File: config.mk
export PLATFORM = sky130hd
export DESIGN_NAME = seq_divider
export DESIGN_NICKNAME = d
export VERILOG_FILES = /design/src/rtl/seq_divider_pkg.sv /design/src/rtl/seq_divider_add_sub.sv /design/src/rtl/seq_divider.sv
export SDC_FILE = /design/constraint.sdc
export NUM_CORES = 1
export LEC_CHECK = 0
export ABC_AREA = 1
export ABC_CLOCK_PERIOD_IN_PS = 1710
export CELL_PAD_IN_SITES_DETAIL_PLACEMENT = 1
export CELL_PAD_IN_SITES_GLOBAL_PLACEMENT = 1
export CORE_AREA = 2 2 75 56
export DETAILED_ROUTE_END_ITERATION = 16
export DIE_AREA = 0 0 77 58
export PLACE_DENSITY = 0.8
export SYNTH_ARGS = -nofsm -noshare
export SYNTH_HDL_FRONTEND = slang
export SYNTH_SLANG_ARGS = --single-unit
export TNS_END_PERCENT = 5
File: constraint.sdc
create_clock -name clk -period 1.71 [get_ports clk]
set_input_delay 0.171 -clock clk [delete_from_list [all_inputs] [get_ports clk]]
set_output_delay 0.171 -clock clk [all_outputs]
set_load 0.02 [all_outputs]
File: src/rtl/seq_divider_pkg.sv
`default_nettype none
// ============================================================================
// Module  : seq_divider_pkg
// Brief   : Shared state encoding and sizing helpers for the sequential divider
// Rev     : 1.0
// ============================================================================
package seq_divider_pkg;

  typedef enum logic [1:0] {
    IDLE = 2'd0,
    CALC = 2'd1,
    DONE = 2'd2
  } state_t;

  // Counter must hold the value N itself, hence N+1 codes.
  function automatic int cnt_width(input int n);
    return $clog2(n + 1);
  endfunction

endpackage
`default_nettype wire

File: src/rtl/seq_divider_add_sub.sv
`default_nettype none
// ============================================================================
// Module  : add_subBar
// Brief   : W-bit adder/subtractor; add_sub=1 gives a-b with cout = not-borrow
// Rev     : 1.0
// ============================================================================
module add_subBar #(
  parameter int W = 8
) (
  input  logic [W-1:0] a,
  input  logic [W-1:0] b,
  input  logic         add_sub,
  output logic [W-1:0] sum,
  output logic         cout
);

  logic [W-1:0] b_eff;

  // Two's-complement subtract: invert b and feed add_sub in as the carry-in.
  assign b_eff       = add_sub ? ~b : b;
  assign {cout, sum} = {1'b0, a} + {1'b0, b_eff} + {{W{1'b0}}, add_sub};

endmodule
`default_nettype wire

File: src/rtl/seq_divider.sv
`default_nettype none
// ============================================================================
// Module  : seq_divider
// Brief   : N-bit unsigned restoring divider, one quotient bit per clock
// Rev     : 1.0
// ============================================================================
module seq_divider
  import seq_divider_pkg::*;
#(
  parameter int N = 4
) (
  input  logic         clk,
  input  logic         rst_n,
  input  logic         start,
  input  logic [N-1:0] dividend,
  input  logic [N-1:0] divisor,
  output logic         busy,
  output logic         done,
  output logic [N-1:0] quotient,
  output logic [N-1:0] remainder,
  output logic         div_by_zero
);

  localparam int CNT_W = cnt_width(N);

  state_t           state_q, state_d;
  logic [CNT_W-1:0] cnt_q, cnt_d;
  logic [N:0]       rem_q, rem_d;
  logic [N-1:0]     quo_q, quo_d;
  logic [N-1:0]     dvsr_q, dvsr_d;
  logic [N-1:0]     quotient_q, quotient_d;
  logic [N-1:0]     remainder_q, remainder_d;
  logic             busy_q, busy_d;
  logic             done_q, done_d;
  logic             dbz_q, dbz_d;

  logic [N:0]       shifted;
  logic [N:0]       diff;
  logic             no_borrow;
  logic             accept;
  logic             unused_rem_msb;

  // After a restoring step the partial remainder is below the divisor, so its MSB is never shifted out.
  assign unused_rem_msb = rem_q[N];
  assign shifted        = {rem_q[N-1:0], quo_q[N-1]};

  add_subBar #(
    .W (N + 1)
  ) u_trial_sub (
    .a       (shifted),
    .b       ({1'b0, dvsr_q}),
    .add_sub (1'b1),
    .sum     (diff),
    .cout    (no_borrow)
  );

  always_comb begin
    state_d     = state_q;
    cnt_d       = cnt_q;
    rem_d       = rem_q;
    quo_d       = quo_q;
    dvsr_d      = dvsr_q;
    quotient_d  = quotient_q;
    remainder_d = remainder_q;
    dbz_d       = dbz_q;
    accept      = start && (state_q != CALC);

    case (state_q)
      CALC: begin
        rem_d = no_borrow ? diff : shifted;
        quo_d = {quo_q[N-2:0], no_borrow};
        cnt_d = cnt_q - CNT_W'(1);
        if (cnt_q == CNT_W'(1)) begin
          state_d     = DONE;
          quotient_d  = quo_d;
          remainder_d = rem_d[N-1:0];
        end
      end
      default: begin
        if (!accept) begin
          state_d = IDLE;
        end else if (divisor == '0) begin
          state_d     = DONE;
          quotient_d  = '1;
          remainder_d = dividend;
          dbz_d       = 1'b1;
        end else begin
          state_d = CALC;
          rem_d   = '0;
          quo_d   = dividend;
          dvsr_d  = divisor;
          cnt_d   = CNT_W'(N);
          dbz_d   = 1'b0;
        end
      end
    endcase

    busy_d = (state_d == CALC);
    done_d = (state_d == DONE);
  end

  always_ff @(posedge clk or negedge rst_n) begin
    if (!rst_n) begin
      state_q     <= IDLE;
      cnt_q       <= '0;
      rem_q       <= '0;
      quo_q       <= '0;
      dvsr_q      <= '0;
      quotient_q  <= '0;
      remainder_q <= '0;
      busy_q      <= 1'b0;
      done_q      <= 1'b0;
      dbz_q       <= 1'b0;
    end else begin
      state_q     <= state_d;
      cnt_q       <= cnt_d;
      rem_q       <= rem_d;
      quo_q       <= quo_d;
      dvsr_q      <= dvsr_d;
      quotient_q  <= quotient_d;
      remainder_q <= remainder_d;
      busy_q      <= busy_d;
      done_q      <= done_d;
      dbz_q       <= dbz_d;
    end
  end

  assign busy        = busy_q;
  assign done        = done_q;
  assign quotient    = quotient_q;
  assign remainder   = remainder_q;
  assign div_by_zero = dbz_q;

endmodule
`default_nettype wire
Word level (Yosys, flattened, before mapping)

Index checks and enable logic that the tools add are counted.

Word-level logic and storage cells: 54
Input bits: 11
Register bits after elaboration: 28

Add/sub/neg operators: 3
Reduce and logical (&&, ||, !) cells: 8
Muxes and demuxes: 23
Equal/unequal tests: 7
Bitwise gates (word level): 3

Operator list:

| kind                | count |
|---|---|
| $mux 4              | 15 |
| $mux 3              | 3 |
| $mux 2              | 4 |
| $add 5x5->6         | 1 |
| $add 6x1->6 const B | 1 |
| $reduce_and 3->1    | 2 |
| $not 4->5           | 1 |
| $eq 2x1->1 const B  | 2 |
| $logic_not 4->1     | 1 |
| $ne 2x1->1 const B  | 2 |
| $reduce_and 2->1    | 2 |
| $reduce_bool 2->1   | 2 |
| $eq 3x1->1 const B  | 1 |
| $sub 3x1->3 const B | 1 |
| $eq 2x2->1 const B  | 1 |
| $ne 2x2->1 const B  | 1 |
| $not 1->1           | 2 |
| $logic_and 1x1->1   | 1 |
| $mux 1              | 1 |

Depth between registers and ports, before layout

Gate-level depths: netlist of the first run.

Depth in word-level cells: 6
Mapped depth: 11
Depth with buffers taken out: 11

Cells and area by module

Synthesis of the first run repeated with hierarchy kept, for this count alone.

Cell total of the unflattened synthesis: 209
Area, all modules: 1636.6 µm²

Modules (own cells, without submodules):

| module      | instances | area each (µm²) | seq. area each (µm²) | cells an instance |
|---|---|---|---|---|
| seq_divider | 1         | 1327.5          | 700.7                | 165 |
| add_subBar  | 1         | 309.0           | 0.0                  | 44 |

Worst setup path after synthesis of the first run

No wires, ideal clock.

Path type: register to register
From: register quo_q[3]
To: register remainder_q[2], in the netlist remainder[2]
Slack: 0.235 ns
Stages on the path, launching flop included: 10
Data arrival time: 1.362 ns
Required time: 1.597 ns
Library setup time: 0.113 ns
Cells stage by stage: dfrtp_1 > inv_1 > ha_1 > inv_2 > fa_1 > xor2_1 > nand3_1 > nand3_1 > nand2_1 > inv_1

Word-level cells in the longest chain between the ends: 5

RTL lines:

| element                | RTL line                  | text |
|---|---|---|
| from (decl)            | seq_divider.sv:29         | `logic [N-1:0] quo_q, quo_d;` |
| from (signal assigned) | seq_divider.sv:118        | `quo_q <= quo_d;` |
| $add 5x5->6            | seq_divider_add_sub.sv:21 | `assign {cout, sum} = {1'b0, a} + {1'b0, b_eff} + {{W{1'b0}}, add_sub};` |
| $add 6x1->6            | seq_divider_add_sub.sv:21 |  |
| $mux 4                 | seq_divider.sv:70         | `rem_d = no_borrow ? diff : shifted;` |
| $mux 4                 | seq_divider.sv:73         | `if (cnt_q == CNT_W'(1)) begin` |
| $mux 4                 | seq_divider.sv:68         | `case (state_q)` |
| to (signal assigned)   | seq_divider.sv:121        | `remainder_q <= remainder_d;` |
| to (decl)              | seq_divider.sv:32         | `logic [N-1:0] remainder_q, remainder_d;` |

No other way between the ends. The select of a mux whose other input is x is not followed.
A chain may end at the register's enable or synchronous reset.

Worst setup path in the final report of the first run

Same ends and word-level chain as after synthesis.

==> metrics.cfg, run 1 <==
[detailed_routing]
drtAntennaViolNets = 0
drc = 0
wl_per_cell_microns = 14.3
via_per_inst = 4.75
drt_pre_antenna_iters = 4
dr.first_iter.drc_count = 28
routed_wl_mm = 3.44
routed-via-count = 1144

[power]
p_seq_share_pct = 32.6
swShare_pct = 45.5
intPower_mw = 1.99
totalPowerFinal_mw = 3.64
power_density_nw_per_um2 = 2050
pwr-share-clk_pct = 9.7
p_comb_share_pct = 57.7
p_leak_nw = 0.873
peakVddDrop_v = 0.000766
switchingPower_mw = 1.66

[cts]
htreeDepth = 1
cts_buffers = 3
hold_buffers = 0
cts_tree = yes
clockRootBuffer = clkbuf_8
clk_latency_ps = 270
clk_path_buf_depth = 2
clk_pin_slew_ps = 90
cts_sinks = 28

[setup_path]
slowest_delay_ps = 400
endpoint_kind = register
worstPathArrival_ps = 1790
critical_path_buf_inv_count = 3
crit_required_ps = 1890
slowest_stage = dfrtp_1
timing.rr.start = quo_q[3]$_DFFE_PN0P_
start_kind = register
r2r-end = remainder[2]$_DFFE_PN0P_
r2r_setup_slack_ps = 100
rr_worst_depth = 9
criticalPathCategory = register to register
cp_cell_sequence = inv_1, ha_1, inv_2, fa_1, xor2_1, nand3_1, nand3_1, nand2_1, inv_1
critPathTopFamily = adder cells
crit_fanout = 2

[sta]
maxSlewHeadroom_pct = 76.3
clock_skew_ps = 2.24
fin_crit_sh_pct = 94.3
max_freq_ghz = 0.620
min_period_ps = 1610
drv_slew = 0
final.setup.tns_ps = 0
finalHoldViolations = 0
setup_viol = 0
worst_pin_slew_ps = 356

[layout]
syn_to_final_growth_pct = 24.5
final_cells = 241
regArea_sq_um = 701
fill_cells = 467
multi_input_area_sq_um = 608
drive_gt1_share_pct = 13.8
antennaDiodeCount = 0
nNetsFinal = 209

[grt]
grt_antenna_before_repair = 0
grt_start_max_net_pins = 29
grt_pass1_vias = 1246
grt_pass1_wl_mm = 5.84
grt_use_total_pct = 16.8
grt-ovfl-total = 0

[logic_synthesis]
yosysSeqAreaShare_pct = 49.0
synth_async_sr_flop_share_pct = 100
synth-edff-count = 0
synthTopCellsByArea = dfrtp_1 49%, nand2_1 7.9%, inv_1 6.0%
ys_ff_latch = 28
netlist_instances = 162
yosysTopAreaCellShare_pct = 49.0
synth_fp_nets = 180
netlist_area_sq_um = 1430
syn_area_per_cell_sq_um = 8.82
synth.lib_cells_used.distinct = 26
ys.flop_type = dfrtp_1
synthTopCellsByCount = 30 x nand2_1, 28 x dfrtp_1, 23 x inv_1
synth_most_common_cell = nand2_1
synth_top_cell_by_area = dfrtp_1
yosys_warnings = 0

[floorplan]
die_x_microns = 77
num_rows = 19
start_util_pct = 38.0
dieArea_sq_um = 4470
dieHeight_microns = 58
core-area_sq_um = 3760
pin_count = 22

[place]
dpl.hpwl_mm = 2.68
portBuffers = 21
place.gp.congestion = 0.797
post-place-cells = 237

[worst_hold_path]
hp-class = input pin to async pin

[outcome]
status = finished, final reports clean

[run]
drv_cap = 0

metrics by stage:
step / utilization, % / instance area, sq um / hold slack, ps / setup slack (ps)
after floorplan: - / 1430 / -125 / 235
after global placement: 45.9 / 1720 / 464 / 118
after detailed placement: 45.9 / 1720 / 484 / 75.2
after CTS: 47.0 / 1760 / 287 / 69.6
after global routing: 47.4 / 1780 / 319 / -4.47
final: 47.4 / 1780 / 272 / 98.1
power by group through the flow:
| stage | Sequential, mW | Clock (mW) | Combinational [mW] |
|---|---|---|---|
| after global placement | 1.17 | 0 | 1.94 |
| final | 1.19 | 0.354 | 2.10 |
| after floorplan | 1.30 | 0 | 1.23 |
| after detailed placement | 1.20 | 0 | 2.04 |
| after global routing | 1.23 | 0.386 | 2.36 |
| after CTS | 1.19 | 0.365 | 2.07 |
flip-flops by register name, indices dropped and copies added, names as in the netlist:
| register | flops |
|---|---|
| busy | 1 |
| div_by_zero | 1 |
| dvsr_q | 4 |
| remainder | 4 |
| state_q | 2 |
| done | 1 |
| rem_q | 4 |
| cnt_q | 3 |
| quo_q | 4 |
| quotient | 4 |
worst register-to-register path: cells and delay by family (launching register included):
kind,cells,cell delay (ps)
flip-flops,1,400
buffers and inverters,3,170
AND/OR/NAND/NOR,3,250
XOR/XNOR,1,180
adder cells (fa/ha/maj),2,530
logic make-up (layout without fill, tap and decap cells):
family / count (synthesis) / in the layout / synth area share [%]
fa+ha+maj: 7 / 7 / 6.65
mux: 1 / 1 / 0.788
buf+inv: 31 / 58 / 8.93
simple gates: 78 / 78 / 28.1
flops: 28 / 28 / 49.0
compound gates: 16 / 16 / 5.87
xor+xnor: 1 / 1 / 0.613
per-layer routing:
metal / global-route usage, % / wire, microns
met5: 0 / 0
met4: 3.06 / 26
met3: 3.89 / 137
met2: 30.6 / 1680
met1: 21.0 / 1590
worst max-delay path by stage:
stage | start | to | slack (ps) | depth (start not counted)
finish | quo_q[3]$_DFFE_PN0P_ | remainder[2]$_DFFE_PN0P_ | 100 | 9
global route | quo_q[3]$_DFFE_PN0P_ | remainder[2]$_DFFE_PN0P_ | -4 | 9
CTS | rem_q[0]$_DFFE_PN0P_ | quotient[0]$_DFFE_PN0P_ | 70 | 7
detailed placement | divisor[3] | remainder[1]$_DFFE_PN0P_ | 80 | 9
global placement | divisor[3] | remainder[2]$_DFFE_PN0P_ | 120 | 9
floorplan | quo_q[3]$_DFFE_PN0P_ | remainder[2]$_DFFE_PN0P_ | 230 | 9
cell type report:
class,count,share of cell area (%)
inverter,27,5.70
timing repair buffer,28,14.8
multi-input combinational,103,34.2
sequential,28,39.4
clock buffer,3,2.32
tap,52,3.66
placed cells by master, fill, tap and decap left out, drive strengths merged, types with 5 or more instances in the layout:
master         instances
buf                    7
clkdlybuf4s50         21
dfrtp                 28
ha                     6
inv                   27
nand2                 33
nand3                 12
nand4                  5
nor2                  18
nor3                   6
o21ai                 12
what timing repair did:
action                                  4_1_cts  5_1_grt
gates resized for setup                       0        2
endpoints found under the setup margin        0        4
setup buffers                                 0        1
Power figures use the tool's default switching activity.
==> inputs of run 2 (changes only) <==
CORE_AREA = 2 2 74 55   (was 2 2 75 56)
CTS_BUF_LIST = sky130_fd_sc_hd__clkbuf_2 sky130_fd_sc_hd__clkbuf_4 sky130_fd_sc_hd__clkbuf_8   (was unset)
DIE_AREA = 0 0 76 57   (was 0 0 77 58)
PLACE_DENSITY = 0.82   (was 0.8)
==> metrics.cfg, run 2 (synthesis results as in run 1) <==
[detailed_routing]
via_per_inst = 4.81  ; was 4.75
drtAntennaViolNets = 0  ; unchanged
dr.first_iter.drc_count = 88  ; was 28
drt_pre_antenna_iters = 4  ; unchanged
routed-via-count = 1164  ; was 1144
drc = 0  ; unchanged
routed_wl_mm = 3.45  ; was 3.44 mm
wl_per_cell_microns = 14.3  ; about the same

[cts]
clockRootBuffer = clkbuf_8  ; unchanged
hold_buffers = 0  ; unchanged
clk_latency_ps = 280  ; was 270 ps
cts_tree = yes  ; unchanged
htreeDepth = 1  ; unchanged
cts_buffers = 3  ; unchanged
clk_path_buf_depth = 2  ; unchanged
cts_sinks = 28  ; unchanged
clk_pin_slew_ps = 100  ; was 90 ps

[power]
p_comb_share_pct = 57.5  ; was 57.7%
swShare_pct = 45.2  ; was 45.5%
pwr-share-clk_pct = 11.1  ; was 9.7%
power_density_nw_per_um2 = 2090  ; was 2050 nW/um^2
peakVddDrop_v = 0.000808  ; was 0.000766 V
intPower_mw = 2.07  ; was 1.99 mW
p_seq_share_pct = 31.4  ; was 32.6%
switchingPower_mw = 1.71  ; was 1.66 mW
p_leak_nw = 0.878  ; was 0.873 nW

[layout]
regArea_sq_um = 701  ; unchanged
drive_gt1_share_pct = 15.3  ; was 13.8%
nNetsFinal = 209  ; unchanged
fill_cells = 437  ; was 467
antennaDiodeCount = 0  ; unchanged
postLayoutCellArea_sq_um = 1800  ; was 1780 sq um
final_common_cell = nand2_1  ; unchanged
final_cell_mix = 29 x nand2_1, 28 x dfrtp_1, 22 x inv_1  ; was 29 x nand2_1, 28 x dfrtp_1, 23 x inv_1
multi_input_area_sq_um = 618  ; was 608 sq um
final_cells = 242  ; was 241
syn_to_final_growth_pct = 26.2  ; was 24.5%

[sta]
final.setup.tns_ps = 0  ; unchanged
max_freq_ghz = 0.637  ; was 0.620 GHz
clock_skew_ps = 5.72  ; was 2.24 ps
maxSlewHeadroom_pct = 76.3  ; about the same
worst_pin_slew_ps = 356  ; about the same
rsz0062_at_grt = no
fin_crit_sh_pct = 91.8  ; was 94.3%
setup_viol = 0  ; unchanged
timing.final.ws_setup_ps = 140  ; was 98.1 ps
holdWs_ps = 257  ; was 272 ps
drv_slew = 0  ; unchanged
min_period_ps = 1570  ; was 1610 ps
finalHoldViolations = 0  ; unchanged

[grt]
grt_pass1_wl_mm = 5.93  ; was 5.84 mm
grt_use_total_pct = 17.5  ; was 16.8%
grt_antenna_before_repair = 0  ; unchanged
grt-ovfl-total = 0  ; unchanged
grt_pass1_vias = 1245  ; was 1246
grt_start_max_net_pins = 29  ; unchanged

[place]
place.gp.congestion = 0.799  ; was 0.797
placed_cell_area_sq_um = 1720  ; unchanged
portBuffers = 21  ; unchanged
dpl.hpwl_mm = 2.71  ; was 2.68 mm
dp_slack_ps = 83.8  ; was 75.2 ps
post-place-cells = 237  ; unchanged

[floorplan]
dieArea_sq_um = 4330  ; was 4470 sq um
start_util_pct = 38.8  ; was 38.0%
num_rows = 19  ; unchanged
pin_count = 22  ; unchanged
core-area_sq_um = 3680  ; was 3760 sq um
die_x_microns = 76  ; was 77 microns
dieHeight_microns = 57  ; was 58 microns

[setup_path]
timing.rr.start = rem_q[1]$_DFFE_PN0P_  ; was quo_q[3]$_DFFE_PN0P_
endpoint_kind = register  ; unchanged
crit_start = rem_q[1]$_DFFE_PN0P_  ; was quo_q[3]$_DFFE_PN0P_
worstPathArrival_ps = 1760  ; was 1790 ps
crit_required_ps = 1900  ; was 1890 ps
criticalPathCategory = register to register  ; unchanged
crit_fanout = 6  ; was 2
rr_worst_depth = 9  ; unchanged
r2r_setup_slack_ps = 140  ; was 100 ps
start_kind = register  ; unchanged

[worst_hold_path]
hp-class = input pin to async pin  ; unchanged

[outcome]
status = finished, final reports clean  ; unchanged

[run]
drv_cap = 0  ; unchanged

[run 2: cell count changes in the layout (fill, tap and decap cells not counted), sizes merged]
cell,delta
clkbuf,+1
[run 2: final timing paths]
path                                            end
min in group clk              dvsr_q[1]$_DFFE_PN0P_
min                            quo_q[1]$_DFFE_PN0P_
max reg2reg                remainder[1]$_DFFE_PN0P_
min reg2reg                    quo_q[0]$_DFFE_PN0P_
max                        remainder[1]$_DFFE_PN0P_
max in group asynchronous      rem_q[1]$_DFFE_PN0P_
[run 2: power groups by stage]
stage / clock network [mW] / registers, mW / logic [mW]
final: 0.418 / 1.19 / 2.17
after global routing: 0.459 / 1.23 / 2.48
after CTS: 0.429 / 1.19 / 2.09
after detailed placement: 0 / 1.20 / 2.08
after global placement: 0 / 1.17 / 1.96
after floorplan: 0 / 1.30 / 1.23
[run 2: area by class of cell]
class / instances / area share [%]
inverters: 27 / 5.62
clock buffers: 4 / 3.05
well taps: 52 / 3.61
repair buffers: 28 / 14.6
flip-flops and latches: 28 / 38.9
multi-input cells: 103 / 34.3
[run 2: worst max-delay path: stages, from the launching register on]
cell and delay, ps:
dfrtp_1 420, ha_1 340, inv_1 70, nand2_1 110, nand3_4 150, nand2_4 80
nand3_1 110, nand3_1 100, nand2_1 80, inv_1 40
[run 2: stage by stage]
stage                     total power, mW  util, %
after floorplan                      2.53        -
final                                3.78     48.9
after global routing                 4.16     48.9
after global placement               3.13     46.8
after CTS                            3.71     48.3
after detailed placement             3.28     46.8
[run 2: per-layer routing]
metal	wire (microns)	part of all wire (%)	GRT usage, %	vias to the layer above
met5	0	0	0	-
met4	30	0.87	3.90	0
met3	172	5.0	4.75	4
met2	1730	50	30.5	23
met1	1520	44	22.4	568
li1	-	-	-	569
[run 2: repair_timing]
item	CTS	global route
endpoints found under the hold margin	0	0
buffers inserted	0	1
setup endpoints to repair	0	4
gates resized for setup	0	5
==> inputs of run 3 (changes only) <==
ABC_CLOCK_PERIOD_IN_PS = 2000   (was 1710)
CORE_AREA = 2 2 71 53   (was 2 2 74 55)
DIE_AREA = 0 0 73 55   (was 0 0 76 57)
PLACE_DENSITY = 0.88   (was 0.82)
clock period = 2 ns   (was 1.71 ns; I/O delays follow)
==> metrics.cfg, run 3 (synthesis results as in run 1) <==
[outcome]
status = finished, final reports clean  ; unchanged

[grt]
grt_pass1_vias = 1204  ; was 1245
grt-ovfl-total = 0  ; unchanged
grt_start_max_net_pins = 29  ; unchanged
grt_use_total_pct = 20.0  ; was 17.5%
grt_pass1_wl_mm = 5.73  ; was 5.93 mm
grt_antenna_before_repair = 0  ; unchanged

[setup_path]
slowest_delay_ps = 390  ; was 420 ps
crit_fanout = 2  ; was 6
critical_path_buf_inv_count = 3  ; was 2
slowest_stage = dfrtp_1  ; unchanged
rr_worst_depth = 9  ; unchanged
worstPathArrival_ps = 1950  ; was 1760 ps
critPathTopFamily = adder cells  ; was simple AND/OR/NAND/NOR gates
criticalPathCategory = register to register  ; unchanged
crit_required_ps = 2230  ; was 1900 ps
cp_num_cells = 9  ; unchanged
endpoint_kind = register  ; unchanged
start_kind = register  ; unchanged
cp_cell_sequence = inv_1, ha_1, inv_2, fa_1, xor2_1, nand3_1, nand3_1, nand2_1, inv_1  ; was ha_1, inv_1, nand2_1, nand3_4, nand2_4, nand3_1, nand3_1, nand2_1, inv_1
r2r_setup_slack_ps = 280  ; was 140 ps

[floorplan]
dieArea_sq_um = 4020  ; was 4330 sq um
dieHeight_microns = 55  ; was 57 microns
die_x_microns = 73  ; was 76 microns
num_rows = 18  ; was 19
core-area_sq_um = 3360  ; was 3680 sq um
pin_count = 22  ; unchanged
start_util_pct = 42.6  ; was 38.8%

[cts]
clockRootBuffer = clkbuf_8  ; unchanged
cts_tree = yes  ; unchanged
cts_buffers = 3  ; unchanged
hold_buffers = 0  ; unchanged
clk_latency_ps = 280  ; about the same
cts_sinks = 28  ; unchanged
clk_path_buf_depth = 2  ; unchanged
clk_pin_slew_ps = 100  ; about the same
post_cts_resized = 0  ; unchanged
cts_setup_buffers = 0  ; unchanged
htreeDepth = 1  ; unchanged

[sta]
min_period_ps = 1720  ; was 1570 ps
worst_pin_slew_ps = 360  ; was 356 ps
final.setup.tns_ps = 0  ; unchanged
finalHoldViolations = 0  ; unchanged
drv_slew = 0  ; unchanged
maxSlewHeadroom_pct = 76.0  ; was 76.3%
rsz0062_at_grt = no  ; unchanged
clock_skew_ps = 4.87  ; was 5.72 ps
setup_viol = 0  ; unchanged
fin_crit_sh_pct = 85.9  ; was 91.8%
max_freq_ghz = 0.582  ; was 0.637 GHz

[run]
drv_cap = 0  ; unchanged

[layout]
final_cell_mix = 30 x nand2_1, 28 x dfrtp_1, 23 x inv_1  ; was 29 x nand2_1, 28 x dfrtp_1, 22 x inv_1
syn_to_final_growth_pct = 22.4  ; was 26.2%
nNetsFinal = 204  ; was 209
antennaDiodeCount = 0  ; unchanged
fill_cells = 390  ; was 437
drive_gt1_share_pct = 11.4  ; was 15.3%
final_common_cell = nand2_1  ; unchanged

[place]
portBuffers = 21  ; unchanged
dpl.hpwl_mm = 2.50  ; was 2.71 mm
place.gp.congestion = 0.808  ; was 0.799

[detailed_routing]
drt_pre_antenna_iters = 4  ; unchanged
routed-via-count = 1146  ; was 1164
routed_wl_mm = 3.36  ; was 3.45 mm
drc = 0  ; unchanged
drtAntennaViolNets = 0  ; unchanged
wl_per_cell_microns = 14.9  ; was 14.3 microns
via_per_inst = 5.09  ; was 4.81
dr.first_iter.drc_count = 42  ; was 88

[power]
p_leak_nw = 0.861  ; was 0.878 nW
totalPowerFinal_mw = 3.15  ; was 3.78 mW
power_density_nw_per_um2 = 1800  ; was 2090 nW/um^2
peakVddDrop_v = 0.000598  ; was 0.000808 V

[worst_hold_path]
hp-class = input pin to async pin  ; unchanged

[run 3: cell count changes in the layout (fill, tap and decap cells not counted)]
cell	change
inv_1	+1
nand3_2	+1
ha_1	+1
ha_2	-1
nand2_1	+1
nand3_4	-1
bufinv_16	+1
clkbuf_8	-1
inv_2	-1
buf_4	-5
nand2_4	-1
[run 3: final timing paths]
kind,from,to
max in group asynchronous,rst_n,quo_q[3]$_DFFE_PN0P_
min reg2reg,quotient[0]$_DFFE_PN0P_,quotient[0]$_DFFE_PN0P_
min,rst_n,done$_DFF_PN0_
max,quo_q[3]$_DFFE_PN0P_,remainder[2]$_DFFE_PN0P_
max reg2reg,quo_q[3]$_DFFE_PN0P_,remainder[2]$_DFFE_PN0P_
min in group clk,quotient[0]$_DFFE_PN0P_,quotient[0]$_DFFE_PN0P_
[run 3: cell type report]
cell class / instances / area (sq um) / area share (%)
Clock buffer: 3 / 41.3 / 2.36
Clock inverter: 1 / 30.0 / 1.72
Inverter: 27 / 101 / 5.79
Multi-Input combinational cell: 103 / 601 / 34.3
Sequential cell: 28 / 701 / 40.1
Tap cell: 40 / 50.0 / 2.86
Timing Repair Buffer: 23 / 225 / 12.9
[run 3: routing by layer]
layer	routed length, microns	GRT usage (%)	share of wire [%]	up-vias
li1	-	-	-	557
met1	1580	24.3	47	551
met2	1540	34.4	46	29
met3	142	4.35	4.2	9
met4	106	9.57	3.2	0
met5	0	0	0	-
[run 3: stage by stage]
| stage | setup slack (ps) | instance area [sq um] | cells | util, % | hold WS [ps] |
|---|---|---|---|---|---|
| after global placement | 344 | 1680 | 221 | 50.0 | 473 |
| after CTS | 276 | 1750 | 225 | 52.1 | 313 |
| after detailed placement | 263 | 1680 | 221 | 50.0 | 477 |
| after floorplan | 525 | 1430 | 162 | - | -95.6 |
| final | 282 | 1750 | 225 | 52.1 | 294 |
| after global routing | 179 | 1750 | 225 | 52.1 | 343 |
[run 3: power by group]
group	switching, mW	internal, mW	leakage, nW	total (mW)
Clock	0.189	0.269	0.0357	0.457
Sequential	0.172	0.848	0.336	1.02
Combinational	1.03	0.641	0.490	1.68
Total	1.39	1.76	0.861	3.15
